### src/rtl/divider_fixed_point_16_bit_pkg.sv
// Shared state encoding, default widths and saturation constants for the fixed-point divider.
package divider_fixed_point_16_bit_pkg;

    localparam int DefaultQ = 12;
    localparam int DefaultN = 16;

    localparam logic [1:0] StIdleEnc   = 2'd0;
    localparam logic [1:0] StCalcEnc   = 2'd1;
    localparam logic [1:0] StFinishEnc = 2'd2;
    localparam logic [1:0] StDoneEnc   = 2'd3;

    typedef enum logic [1:0] {
        StIdle   = StIdleEnc,
        StCalc   = StCalcEnc,
        StFinish = StFinishEnc,
        StDone   = StDoneEnc
    } state_e;

    localparam logic [DefaultN-1:0] SatNeg = {1'b1, {(DefaultN-1){1'b0}}};
    localparam logic [DefaultN-1:0] SatPos = ~SatNeg;

endpackage

### src/rtl/divider_restoring_core.sv
// Unsigned restoring divider: one quotient bit per step, MSB first. Knows nothing of sign.
module divider_restoring_core #(
    parameter int W  = 16,  // divisor and remainder width
    parameter int QW = 28   // dividend/quotient width, equal to the number of steps
) (
    input  logic          clk,
    input  logic          rst,
    input  logic          load,
    input  logic          step,
    input  logic [QW-1:0] dividend,
    input  logic [W-1:0]  divisor,
    output logic [QW-1:0] quotient,
    output logic          last
);

    localparam int CntW = $clog2(QW + 1);

    logic [W-1:0]    rem_q;
    logic [QW-1:0]   shift_q;  // dividend bits leave at the top, quotient bits enter at the bottom
    logic [W-1:0]    div_q;
    logic [CntW-1:0] cnt_q;

    logic [W:0] trial;
    logic [W:0] diff;
    logic       fits;

    // The trial value is the (W+1)-bit partial remainder; a borrow out of the subtraction
    // means the divisor does not fit and the remainder is restored.
    always_comb begin
        trial = {rem_q, shift_q[QW-1]};
        diff  = trial - {1'b0, div_q};
        fits  = ~diff[W];
    end

    always_ff @(posedge clk) begin
        if (rst) begin
            rem_q   <= '0;
            shift_q <= '0;
            div_q   <= '0;
            cnt_q   <= '0;
        end else if (load) begin
            rem_q   <= '0;
            shift_q <= dividend;
            div_q   <= divisor;
            cnt_q   <= CntW'(QW);
        end else if (step && (cnt_q != '0)) begin
            rem_q   <= fits ? diff[W-1:0] : trial[W-1:0];
            shift_q <= {shift_q[QW-2:0], fits};
            cnt_q   <= cnt_q - 1'b1;
        end
    end

    assign quotient = shift_q;
    assign last     = (cnt_q == CntW'(1));

endmodule

### src/rtl/divider_fixed_point_16_bit.sv
// Signed Q(N-Q).Q fixed-point divider with saturation and divide-by-zero handling.
// Define DIV_ROUNDING_EN to add a guard bit and round the magnitude half-up.
module divider_fixed_point_16_bit
    import divider_fixed_point_16_bit_pkg::*;
#(
    parameter int Q = DefaultQ,
    parameter int N = DefaultN
) (
    input  logic         clk,
    input  logic         rst,
    input  logic         start,
    input  logic [N-1:0] a,
    input  logic [N-1:0] b,
    output logic [N-1:0] q_result,
    output logic         busy,
    output logic         done,
    output logic         overflow,
    output logic         div_by_zero
);

`ifdef DIV_ROUNDING_EN
    localparam int QW = N + Q + 1;
`else
    localparam int QW = N + Q;
`endif
    localparam int MagW = N + Q + 1;  // room for a rounding carry

    localparam logic [N-1:0] SatNegN = {1'b1, {(N-1){1'b0}}};
    localparam logic [N-1:0] SatPosN = ~SatNegN;

    state_e state_q;
    logic   sign_q;
    logic   a_sign_q;
    logic   b_zero_q;

    logic [N-1:0]    abs_a;
    logic [N-1:0]    abs_b;
    logic [QW-1:0]   dividend;
    logic [QW-1:0]   quotient;
    logic            core_last;
    logic [MagW-1:0] mag;
    logic            neg;
    logic [N-1:0]    res;
    logic            res_ovf;
    logic            res_dbz;

    // Negating -2^(N-1) wraps to 2^(N-1), which is exact when read as unsigned.
    always_comb begin
        abs_a    = a[N-1] ? (~a + 1'b1) : a;
        abs_b    = b[N-1] ? (~b + 1'b1) : b;
        dividend = QW'(abs_a) << (QW - N);
    end

    divider_restoring_core #(
        .W  (N),
        .QW (QW)
    ) u_core (
        .clk      (clk),
        .rst      (rst),
        .load     ((state_q == StIdle) && start),
        .step     (state_q == StCalc),
        .dividend (dividend),
        .divisor  (abs_b),
        .quotient (quotient),
        .last     (core_last)
    );

    always_comb begin
`ifdef DIV_ROUNDING_EN
        mag = MagW'(quotient[QW-1:1]) + MagW'(quotient[0]);
`else
        mag = MagW'(quotient);
`endif
        neg     = sign_q && (mag != '0);
        res     = mag[N-1:0];
        res_ovf = 1'b0;
        res_dbz = 1'b0;
        if (b_zero_q) begin
            res     = a_sign_q ? SatNegN : SatPosN;
            res_ovf = 1'b1;
            res_dbz = 1'b1;
        end else if (neg) begin
            if (mag > MagW'(SatNegN)) begin
                res     = SatNegN;
                res_ovf = 1'b1;
            end else begin
                res = -mag[N-1:0];
            end
        end else if (mag > MagW'(SatPosN)) begin
            res     = SatPosN;
            res_ovf = 1'b1;
        end
    end

    always_ff @(posedge clk) begin
        if (rst) begin
            state_q     <= StIdle;
            sign_q      <= 1'b0;
            a_sign_q    <= 1'b0;
            b_zero_q    <= 1'b0;
            busy        <= 1'b0;
            done        <= 1'b0;
            q_result    <= '0;
            overflow    <= 1'b0;
            div_by_zero <= 1'b0;
        end else begin
            done <= 1'b0;
            unique case (state_q)
                StIdle: begin
                    if (start) begin
                        sign_q   <= a[N-1] ^ b[N-1];
                        a_sign_q <= a[N-1];
                        b_zero_q <= (b == '0);
                        busy     <= 1'b1;
                        state_q  <= (b == '0) ? StFinish : StCalc;
                    end
                end
                StCalc: begin
                    if (core_last) state_q <= StFinish;
                end
                StFinish: begin
                    q_result    <= res;
                    overflow    <= res_ovf;
                    div_by_zero <= res_dbz;
                    done        <= 1'b1;
                    state_q     <= StDone;
                end
                StDone: begin
                    busy    <= 1'b0;
                    state_q <= StIdle;
                end
                default: state_q <= StIdle;
            endcase
        end
    end

endmodule

### config.mk
export PLATFORM = sky130hd
export DESIGN_NAME = divider_fixed_point_16_bit
export DESIGN_NICKNAME = d
export VERILOG_FILES = /design/src/rtl/divider_fixed_point_16_bit_pkg.sv /design/src/rtl/divider_restoring_core.sv /design/src/rtl/divider_fixed_point_16_bit.sv
export SDC_FILE = /design/constraint.sdc
export NUM_CORES = 1
export LEC_CHECK = 0
export CORE_MARGIN = 2
export CORE_UTILIZATION = 54
export CTS_BUF_LIST = sky130_fd_sc_hd__clkbuf_4 sky130_fd_sc_hd__clkbuf_8
export CTS_CLUSTER_SIZE = 30
export DETAILED_ROUTE_END_ITERATION = 10
export GPL_TIMING_DRIVEN = 1
export HOLD_SLACK_MARGIN = 0.08
export MAX_ROUTING_LAYER = met4
export PLACE_DENSITY = 0.83
export SETUP_SLACK_MARGIN = 0.1
export SYNTH_ARGS = -nofsm -noshare
export SYNTH_HDL_FRONTEND = slang
export SYNTH_SLANG_ARGS = --single-unit
### constraint.sdc
create_clock -name clk -period 2.55 [get_ports clk]
set_input_delay 0.255 -clock clk [delete_from_list [all_inputs] [get_ports clk]]
set_output_delay 0.255 -clock clk [all_outputs]
set_load 0.02 [all_outputs]
Word level (Yosys, flattened, before mapping)
Index checks and enable logic that the tools add are counted.
{"block": "classes", "add_sub_neg": 5, "mul": 0, "div_mod_pow": 0, "magnitude_cmp": 2, "eq_ne": 6, "n_shift": 0, "n_mux": 24, "bitwise_logic": 4, "reduce_logical": 13}
{"op": "$mux 16", "n": 8}
{"op": "$mux 28", "n": 2}
{"op": "$add 16x1->16 const B", "n": 2}
{"op": "$not 16->16", "n": 2}
{"op": "$gt 28x15->1 const B", "n": 1}
{"op": "$gt 28x16->1 const B", "n": 1}
{"op": "$reduce_bool 28->1", "n": 1}
{"op": "$sub 17x16->17", "n": 1}
{"op": "$logic_not 16->1", "n": 1}
{"op": "$neg 16->16", "n": 1}
{"op": "$mux 5", "n": 2}
{"op": "$pmux 2 s4", "n": 1}
{"op": "$mux 1", "n": 7}
{"op": "$mux 2", "n": 3}
{"op": "$reduce_and 2->1", "n": 3}
{"op": "$eq 5x1->1 const B", "n": 1}
{"op": "$reduce_bool 5->1", "n": 1}
{"op": "$sub 5x1->5 const B", "n": 1}
{"op": "$eq 2x2->1 const B", "n": 2}
{"op": "$ne 2x2->1 const B", "n": 2}
{"op": "$reduce_bool 2->1", "n": 2}
{"op": "$logic_and 1x1->1", "n": 3}
{"op": "$eq 2x1->1 const B", "n": 1}
{"op": "$logic_not 2->1", "n": 1}
{"op": "4 further kinds", "n": 4}
{"block": "word_totals", "reg_bits": 90, "latchBits": 0, "ramBits": 0, "mem_bits_ro": 0, "inputBits": 35, "output_inout_bits": 20, "elab_cells": 69, "mem_count": 0}

Logic depth before layout (Yosys ltp)
Gate-level depths: netlist (run 1).
{"block": "logic_depth", "depth_word": 4, "depth_mapped": 11, "ltp_nobuf": 10}

Modules after synthesis
A second synthesis (run 1) with hierarchy kept.
{"block": "unflattened", "cells_unflattened": 784, "area_unflattened_um2": 5866.9}
{"module": "divider_restoring_core", "instances": 1, "cells_per_inst": 481, "area_per_inst_um2": 3594.7, "seq_area_each_um2": 1301.2}
{"module": "divider_fixed_point_16_bit", "instances": 1, "cells_per_inst": 303, "area_per_inst_um2": 2272.2, "seq_area_each_um2": 500.5}

Worst setup path before layout (run 1)
Ideal clock, no wire load.
{"block": "synth_timing", "path_kind": "flip-flop to flip-flop", "from": "register u_core.shift_q[27] (netlist: u_core.quotient[27])", "to": "register u_core.rem_q[8]", "setup_ns": 0.137, "t_arrival_ns": 2.321, "t_required_ns": 2.413, "path_slack_ns": 0.092, "stages_incl_launch_ff": 12, "path_buffers": 1, "synth_period_minus_slack_ns": 2.458, "cell_sequence": "dfxtp_1 inv_1 ha_1 fa_1 nand2b_1 a21oi_1 o211ai_2 a21oi_1 xnor2_2 buf_4 mux2i_1 a211oi_1"}
{"block": "synth_between", "elab_chain_cells": 2}
{"item": "start, declared", "line_no": "divider_restoring_core.sv:19", "rtl": "logic [QW-1:0] shift_q;"}
{"item": "start signal, assigned", "line_no": "divider_restoring_core.sv:43", "rtl": "shift_q <= dividend;"}
{"item": "start signal, assigned", "line_no": "divider_restoring_core.sv:48", "rtl": "shift_q <= {shift_q[QW-2:0], fits};"}
{"item": "$sub 17x16->17", "line_no": "divider_restoring_core.sv:31", "rtl": "diff = trial - {1'b0, div_q};"}
{"item": "$mux 16", "line_no": "divider_restoring_core.sv:47", "rtl": "rem_q <= fits ? diff[W-1:0] : trial[W-1:0];"}
{"item": "end signal, assigned", "line_no": "divider_restoring_core.sv:47"}
{"item": "end, declared", "line_no": "divider_restoring_core.sv:18", "rtl": "logic [W-1:0] rem_q;"}
No other way between the ends.
A chain may end at the register's enable or synchronous reset.

Worst setup path after layout (run 1)
{"block": "layout_timing", "from": "register u_core.div_q[1]", "to": "register u_core.rem_q[15]"}
{"block": "layout_between", "elab_chain_cells": 2}
{"item": "start, declared", "line_no": "divider_restoring_core.sv:20", "rtl": "logic [W-1:0] div_q;"}
{"item": "start signal, assigned", "line_no": "divider_restoring_core.sv:44", "rtl": "div_q <= divisor;"}
{"item": "$sub 17x16->17", "line_no": "divider_restoring_core.sv:31"}
{"item": "$mux 16", "line_no": "divider_restoring_core.sv:47"}
No other way between the ends.

==> results_dict.tcl, run 1 <==
set metrics [dict create \
    outcome "complete, no violations" \
    start_kind "flip-flop" \
    dpl_cell_area_sq_um 6650 \
    die-area_sq_um 11600 \
    place_ws_ns -0.133 \
    crit_chain "buf_4, inv_1, ha_1, nor2b_1, o2111ai_2, a211oi_2, o211ai_1, a311o_1, a31oi_1" \
    hold_viol 0 \
    synth_top_area_cell "dfxtp_1" \
    portBuffers 54 \
    final.min_clock_period_ns 2.52 \
    power_density_nw_per_um2 1170 \
    r2r_cells 9 \
    synth_top_family_by_area "simple AND/OR/NAND/NOR gates" \
    power.share.combinational 0.626 \
    p_sw_frac 0.459 \
    root_buffer "clkbuf_8" \
    p_seq_frac 0.248 \
    final_common_cell "nand2_1" \
    avgRoutedWirePerCell_um 17.1 \
    synth-simple-area-share 0.240 \
    min_from "rst" \
    switchingPower_mw 3.81 \
    crit_type "flip-flop to flip-flop" \
    clock_skew_ns 0.0121 \
    p_leak_nw 2.72 \
    drive_gt1_frac 0.147 \
    start_util 0.559 \
    synth_compound_area_frac 0.235 \
    yosysWarnings 0 \
    core_sq_um 10400 \
    max_stage_delay_ns 0.41 \
    insertion_delay_ns 0.39 \
    maxCapViolations 0 \
    tritoncts "yes" \
    num-fill-cells 833 \
    hold_end "done" \
    area_growth_pct 22.0 \
    rows 37 \
    hold_buffers 0 \
    rr_endpoint "u_core.rem_q[15]" \
    power_frac_clock 0.126 \
    grt_pass1_vias 5599 \
    yosys_most_used_dff "dfxtp_1" \
    die_y_um 108 \
    most-common-layout-cells "nand2_1 (96), dfxtp_1 (86), nor2_1 (78)" \
    grtUsageTotal 0.288 \
    fin_cells 955 \
    clk_pin_slew_worst_paths_ns 0.10 \
    ys_top_cells_by_area "dfxtp_1 (31%), nand2_1 (6.3%), ha_1 (5.4%)" \
    synthAdderAreaFrac 0.0572 \
    io-pin-count 55 \
    cp.required_ns 2.87 \
    endpoint_kind "flip-flop" \
    num_antenna_cells 0 \
    cts_buffer_depth 2 \
    busiest_layer "met2" \
    synth_fp_nets 815 \
    power_mw 8.31 \
    grt_max_degree 46 \
    ctsHtreeMaxLevel 3 \
    setup-tns-final_ns 0 \
    worstPathArrival_ns 2.84 \
    synth_seq_area_share 0.309 \
    synth_top_area_share 0.309 \
    muxShareOfSynthArea 0.0329 \
    post_synth_inst_count 754 \
    final_core_util 0.682 \
    dr.pass1.iters 4 \
    tritoncts.num_buffers 9 \
    netlist_area_sq_um 5820 \
    hpwlAfterDp_mm 11.3 \
    grtUsageMet2 0.466 \
    totalWireLength_mm 16.3 \
    crit_fanout 3 \
    hold_ws_ns 0.256 \
    grt_use_met1 0.369 \
    timing.final.ws_setup_ns 0.0284 \
    routabilityCongestion 0.953 \
    gr-usage-met3 0.0466 \
    overflow 0 \
    synth_edf_count 0 \
    grt_antenna_before_repair 0 \
    die_w_um 108 \
    cts.sinks 90 \
    r2r_slack_ns 0.03 \
    fin_nets 875 \
    drtIter0Drc 302 \
    synth.distinct_cells 70 \
    drc 0 \
    asyncSetResetFlopFracSynth 0 \
    tightest_slew_ns 0.689 \
    vias_per_cell 6.15 \
    max_freq_mhz 397 \
    ys_seq_elements 90 \
    grt_pass1_wl_mm 26.3 \
    placedCellCount 933 \
    slowest_stage "dfxtp_1" \
    final_antenna_net_count 0 \
    post-route-period-util 0.989 \
    vias 5873 \
    drv_slew 0 \
    avgSynthCellArea_sq_um 7.72 \
    finalSetupViolCount 0 \
    reg2reg_from "u_core.div_q[1]" \
    max-vdd-ir-drop_mv 0.657 \
    p_int_mw 4.49 \
    slew_headroom 0.539 \
    rsz0062_at_grt "true" \
    holdCritPathClass "input port to flip-flop" \
    hold_depth 2 \
    stdcell_area_sq_um 7100 \
    synth-xor-area-share 0.0690 \
]
-- worst max-delay path by stage --
stage                             start                  end  slack (ns)  cells after the start
floorplan           u_core.quotient[27]      u_core.rem_q[8]        0.14                     11
global placement                   a[4]  u_core.quotient[25]       -0.06                      8
detailed placement                 a[4]  u_core.quotient[26]       -0.13                      8
CTS                 u_core.quotient[27]      u_core.rem_q[6]         0.1                     11
global route            u_core.div_q[1]     u_core.rem_q[15]       -0.05                      9
finish                  u_core.div_q[1]     u_core.rem_q[15]        0.03                      9
-- state kept, by name (all words and copies together) (netlist names) --
signal / count
state_q: 2
overflow: 1
done: 1
b_zero_q: 1
a_sign_q: 1
u_core.div_q: 16
sign_q: 1
div_by_zero: 1
busy: 1
u_core.quotient: 28
u_core.rem_q: 16
u_core.cnt_q: 5
q_result: 16
-- repair_timing --
item / 4_1_cts / 5_1_grt
setup buffers: 3 / 3
pin swaps: 11 / 11
gates resized for setup: 15 / 28
endpoints found under the setup margin: 15 / 25
hold endpoints to repair: 0 / 0
-- power by group through the flow --
| stage | registers, mW | clock network, mW | logic (mW) |
|---|---|---|---|
| finish | 2.06 | 1.05 | 5.20 |
| global route | 2.10 | 1.12 | 5.64 |
| CTS | 2.04 | 1.05 | 4.73 |
| detailed placement | 2.06 | 0 | 4.50 |
| global placement | 2.04 | 0 | 4.33 |
| floorplan | 2.09 | 0 | 3.14 |
-- metal layers --
| layer | share of wire | vias up | wire [um] |
|---|---|---|---|
| li1 | - | 2814 | - |
| met1 | 0.43 | 2767 | 6980 |
| met2 | 0.48 | 243 | 7870 |
| met3 | 0.060 | 49 | 985 |
| met4 | 0.030 | 0 | 488 |
| met5 | 0 | - | 0 |
-- cells by family (layout without fill, tap and decap cells) --
logic type / count (synthesis) / count (layout)
AND/OR/NAND/NOR: 285 / 285
AO/OA/AOI/OAI: 204 / 204
flip-flops: 90 / 90
buffers and inverters: 85 / 150
XOR/XNOR: 45 / 45
adder cells (fa/ha/maj): 26 / 26
multiplexers: 19 / 19
-- critical path: cells and delay by family, from the launching register on --
kind            cells  cell delay (ns)
compound gates      5             1.31
flops               1             0.41
simple gates        1             0.28
fa+ha+maj           1             0.27
buf+inv             2             0.18
-- layout make-up --
type | instances | area (sq um) | area share
clock inverters | 7 | 82.6 | 0.0116
flip-flops and latches | 90 | 1810 | 0.254
clock buffers | 9 | 124 | 0.0174
repair buffers | 100 | 897 | 0.126
well taps | 136 | 170 | 0.0240
multi-input cells | 579 | 3890 | 0.548
inverters | 34 | 128 | 0.0180
-- cell usage after synthesis, types with 5 or more instances --
| library cell | n |
|---|---|
| nand2_1 | 97 |
| dfxtp_1 | 90 |
| nor2_1 | 79 |
| a21oi_1 | 62 |
| clkbuf_1 | 44 |
| o21ai_0 | 36 |
| inv_1 | 34 |
| xnor2_1 | 27 |
| ha_1 | 25 |
| a211oi_1 | 24 |
| mux2i_1 | 18 |
| xor2_1 | 17 |
| a311oi_1 | 16 |
| nand2b_1 | 15 |
| nor3_1 | 15 |
| nand3_1 | 13 |
| nor2b_1 | 10 |
| a21o_1 | 9 |
| o31ai_1 | 9 |
| a31oi_1 | 8 |
| or3_1 | 7 |
| nor3b_1 | 6 |
| nor4_1 | 6 |
| nand4_1 | 5 |
Note: power is estimated with default switching activity, not from simulation.
==> run 2: changes to the inputs <==
REMOVE_ABC_BUFFERS = 1   (was not set)
==> results_dict.tcl, run 2 (synthesis gave the netlist of run 1 again) <==
set metrics [dict create \
    grt_antenna_before_repair 0 \
    hold_buffers 0 \
    crit_chain "ha_4, a21o_1, or3_4, o211ai_4, a21oi_4, xnor2_4, buf_6, mux2i_4, a21oi_1" \
    grtUsageTotal 0.290 \
    max-vdd-ir-drop_mv 0.625 \
    io-pin-count 55 \
    root_buffer "clkbuf_8" \
    cts.sinks 90 \
    hold_end "state_q[0]" \
    slew_headroom 0.524 \
    drc 0 \
    die-area_sq_um 11600 \
    start_kind "flip-flop" \
    grt_pass1_vias 5641 \
    clk_pin_slew_worst_paths_ns 0.10 \
    cp.required_ns 2.81 \
    tritoncts.num_buffers 9 \
    hpwlAfterDp_mm 11.2 \
    drive_gt1_frac 0.167 \
    cts_buffer_depth 2 \
    finalSetupViolCount 0 \
    tritoncts "yes" \
    ctsHtreeMaxLevel 3 \
    min_from "rst" \
    timing.final.ws_setup_ns 0.0720 \
    rows 37 \
    highest_layer "met4" \
    place_ws_ns -0.142 \
    die_w_um 108 \
    avgRoutedWirePerCell_um 17.1 \
    overflow 0 \
    tightest_slew_ns 0.711 \
    endpoint_kind "flip-flop" \
    final_antenna_net_count 0 \
    post-route-period-util 0.972 \
    clock_skew_ns 0.0230 \
    crit_fanout 7 \
    maxCapViolations 0 \
    core_sq_um 10400 \
    hold_viol 0 \
    holdCritPathClass "input port to flip-flop" \
    portBuffers 54 \
    rsz0062_at_grt "true" \
    p_leak_nw 2.82 \
    largest_reg_flops 28 \
    totalWireLength_mm 16.6 \
    die_y_um 108 \
    routabilityCongestion 0.971 \
    reg2reg_from "u_core.rem_q[4]" \
    outcome "complete, no violations" \
    wl_met2_mm 8.13 \
    worstPathArrival_ns 2.74 \
    vias 5911 \
    final_common_cell "nand2_1" \
    final_core_util 0.698 \
    start_util 0.559 \
    insertion_delay_ns 0.39 \
    drv_slew 0 \
    power_mw 8.94 \
    hold_depth 2 \
    wl_met3_um 911 \
    rr_endpoint "u_core.rem_q[5]" \
    r2r_slack_ns 0.07 \
    grt_pass1_wl_mm 26.4 \
    num_antenna_cells 0 \
    power_density_nw_per_um2 1230 \
    grt_max_degree 42 \
    most-common-layout-cells "nand2_1 (97), dfxtp_1 (81), nor2_1 (78)" \
    wl_met1_mm 7.12 \
    area_growth_pct 24.8 \
    drtIter0Drc 401 \
    r2r_cells 9 \
    crit_type "flip-flop to flip-flop" \
    final.min_clock_period_ns 2.48 \
    dr.pass1.iters 5 \
    slowest_stage "or3_4" \
    fin_nets 890 \
    max_freq_mhz 404 \
    vias_per_cell 6.09 \
    max_stage_delay_ns 0.41 \
]
run 2: how the worst max path moves through the flow:
stage | startpoint | endpoint | slack, ns | cells after the start
final | u_core.rem_q[4] | u_core.rem_q[5] | 0.07 | 9
after detailed placement | a[4] | u_core.quotient[25] | -0.14 | 8
after CTS | u_core.quotient[27] | u_core.rem_q[12] | 0.09 | 12
after floorplan | u_core.div_q[5] | u_core.rem_q[8] | -0.17 | 9
after global routing | u_core.div_q[5] | u_core.rem_q[3] | -0.02 | 11
after global placement | u_core.quotient[27] | u_core.rem_q[6] | -0.06 | 11
run 2: final cells by class:
cell class / instances / area (sq um)
multi-input combinational: 579 / 3890
inverter: 34 / 128
clock inverter: 7 / 106
tap: 136 / 170
fill: 781 / 3150
sequential: 90 / 1820
clock buffer: 9 / 124
timing repair buffer: 115 / 1030
run 2: power by group:
| part | switching [mW] | internal (mW) |
|---|---|---|
| combinational | 3.04 | 2.63 |
| clock | 0.606 | 0.574 |
| sequential | 0.328 | 1.77 |
| total | 3.97 | 4.96 |
run 2: worst max-delay path, delay by kind of cell (launching register included):
| kind | cells | cell delay, ns |
|---|---|---|
| flops | 1 | 0.37 |
| compound gates | 4 | 0.56 |
| simple gates | 1 | 0.41 |
| xor+xnor | 1 | 0.35 |
| mux | 1 | 0.23 |
| fa+ha+maj | 1 | 0.24 |
| buf+inv | 1 | 0.20 |
run 2: through the flow:
stage | hold WS [ns] | TNS [ns] | instance area (sq um) | instances
CTS | 0.263 | 0 | 7100 | 962
finish | 0.284 | 0 | 7270 | 970
floorplan | 0.324 | -1.99 | 5620 | 703
global route | 0.315 | -0.0380 | 7270 | 970
detailed placement | 0.454 | -1.74 | 6690 | 940
global placement | 0.448 | -0.472 | 6690 | 940
run 2: repair_timing:
item | 4_1_cts | 5_1_grt
endpoints found under the setup margin | 17 | 24
gates cloned | 1 | 0
pin swaps | 12 | 27
buffers inserted | 5 | 9
gates resized for setup | 26 | 31
run 2: metal layers:
layer	vias to the layer above	track usage
li1	2835	-
met3	50	0.0363
met1	2792	0.357
met5	-	-
met4	0	0.124
met2	234	0.479
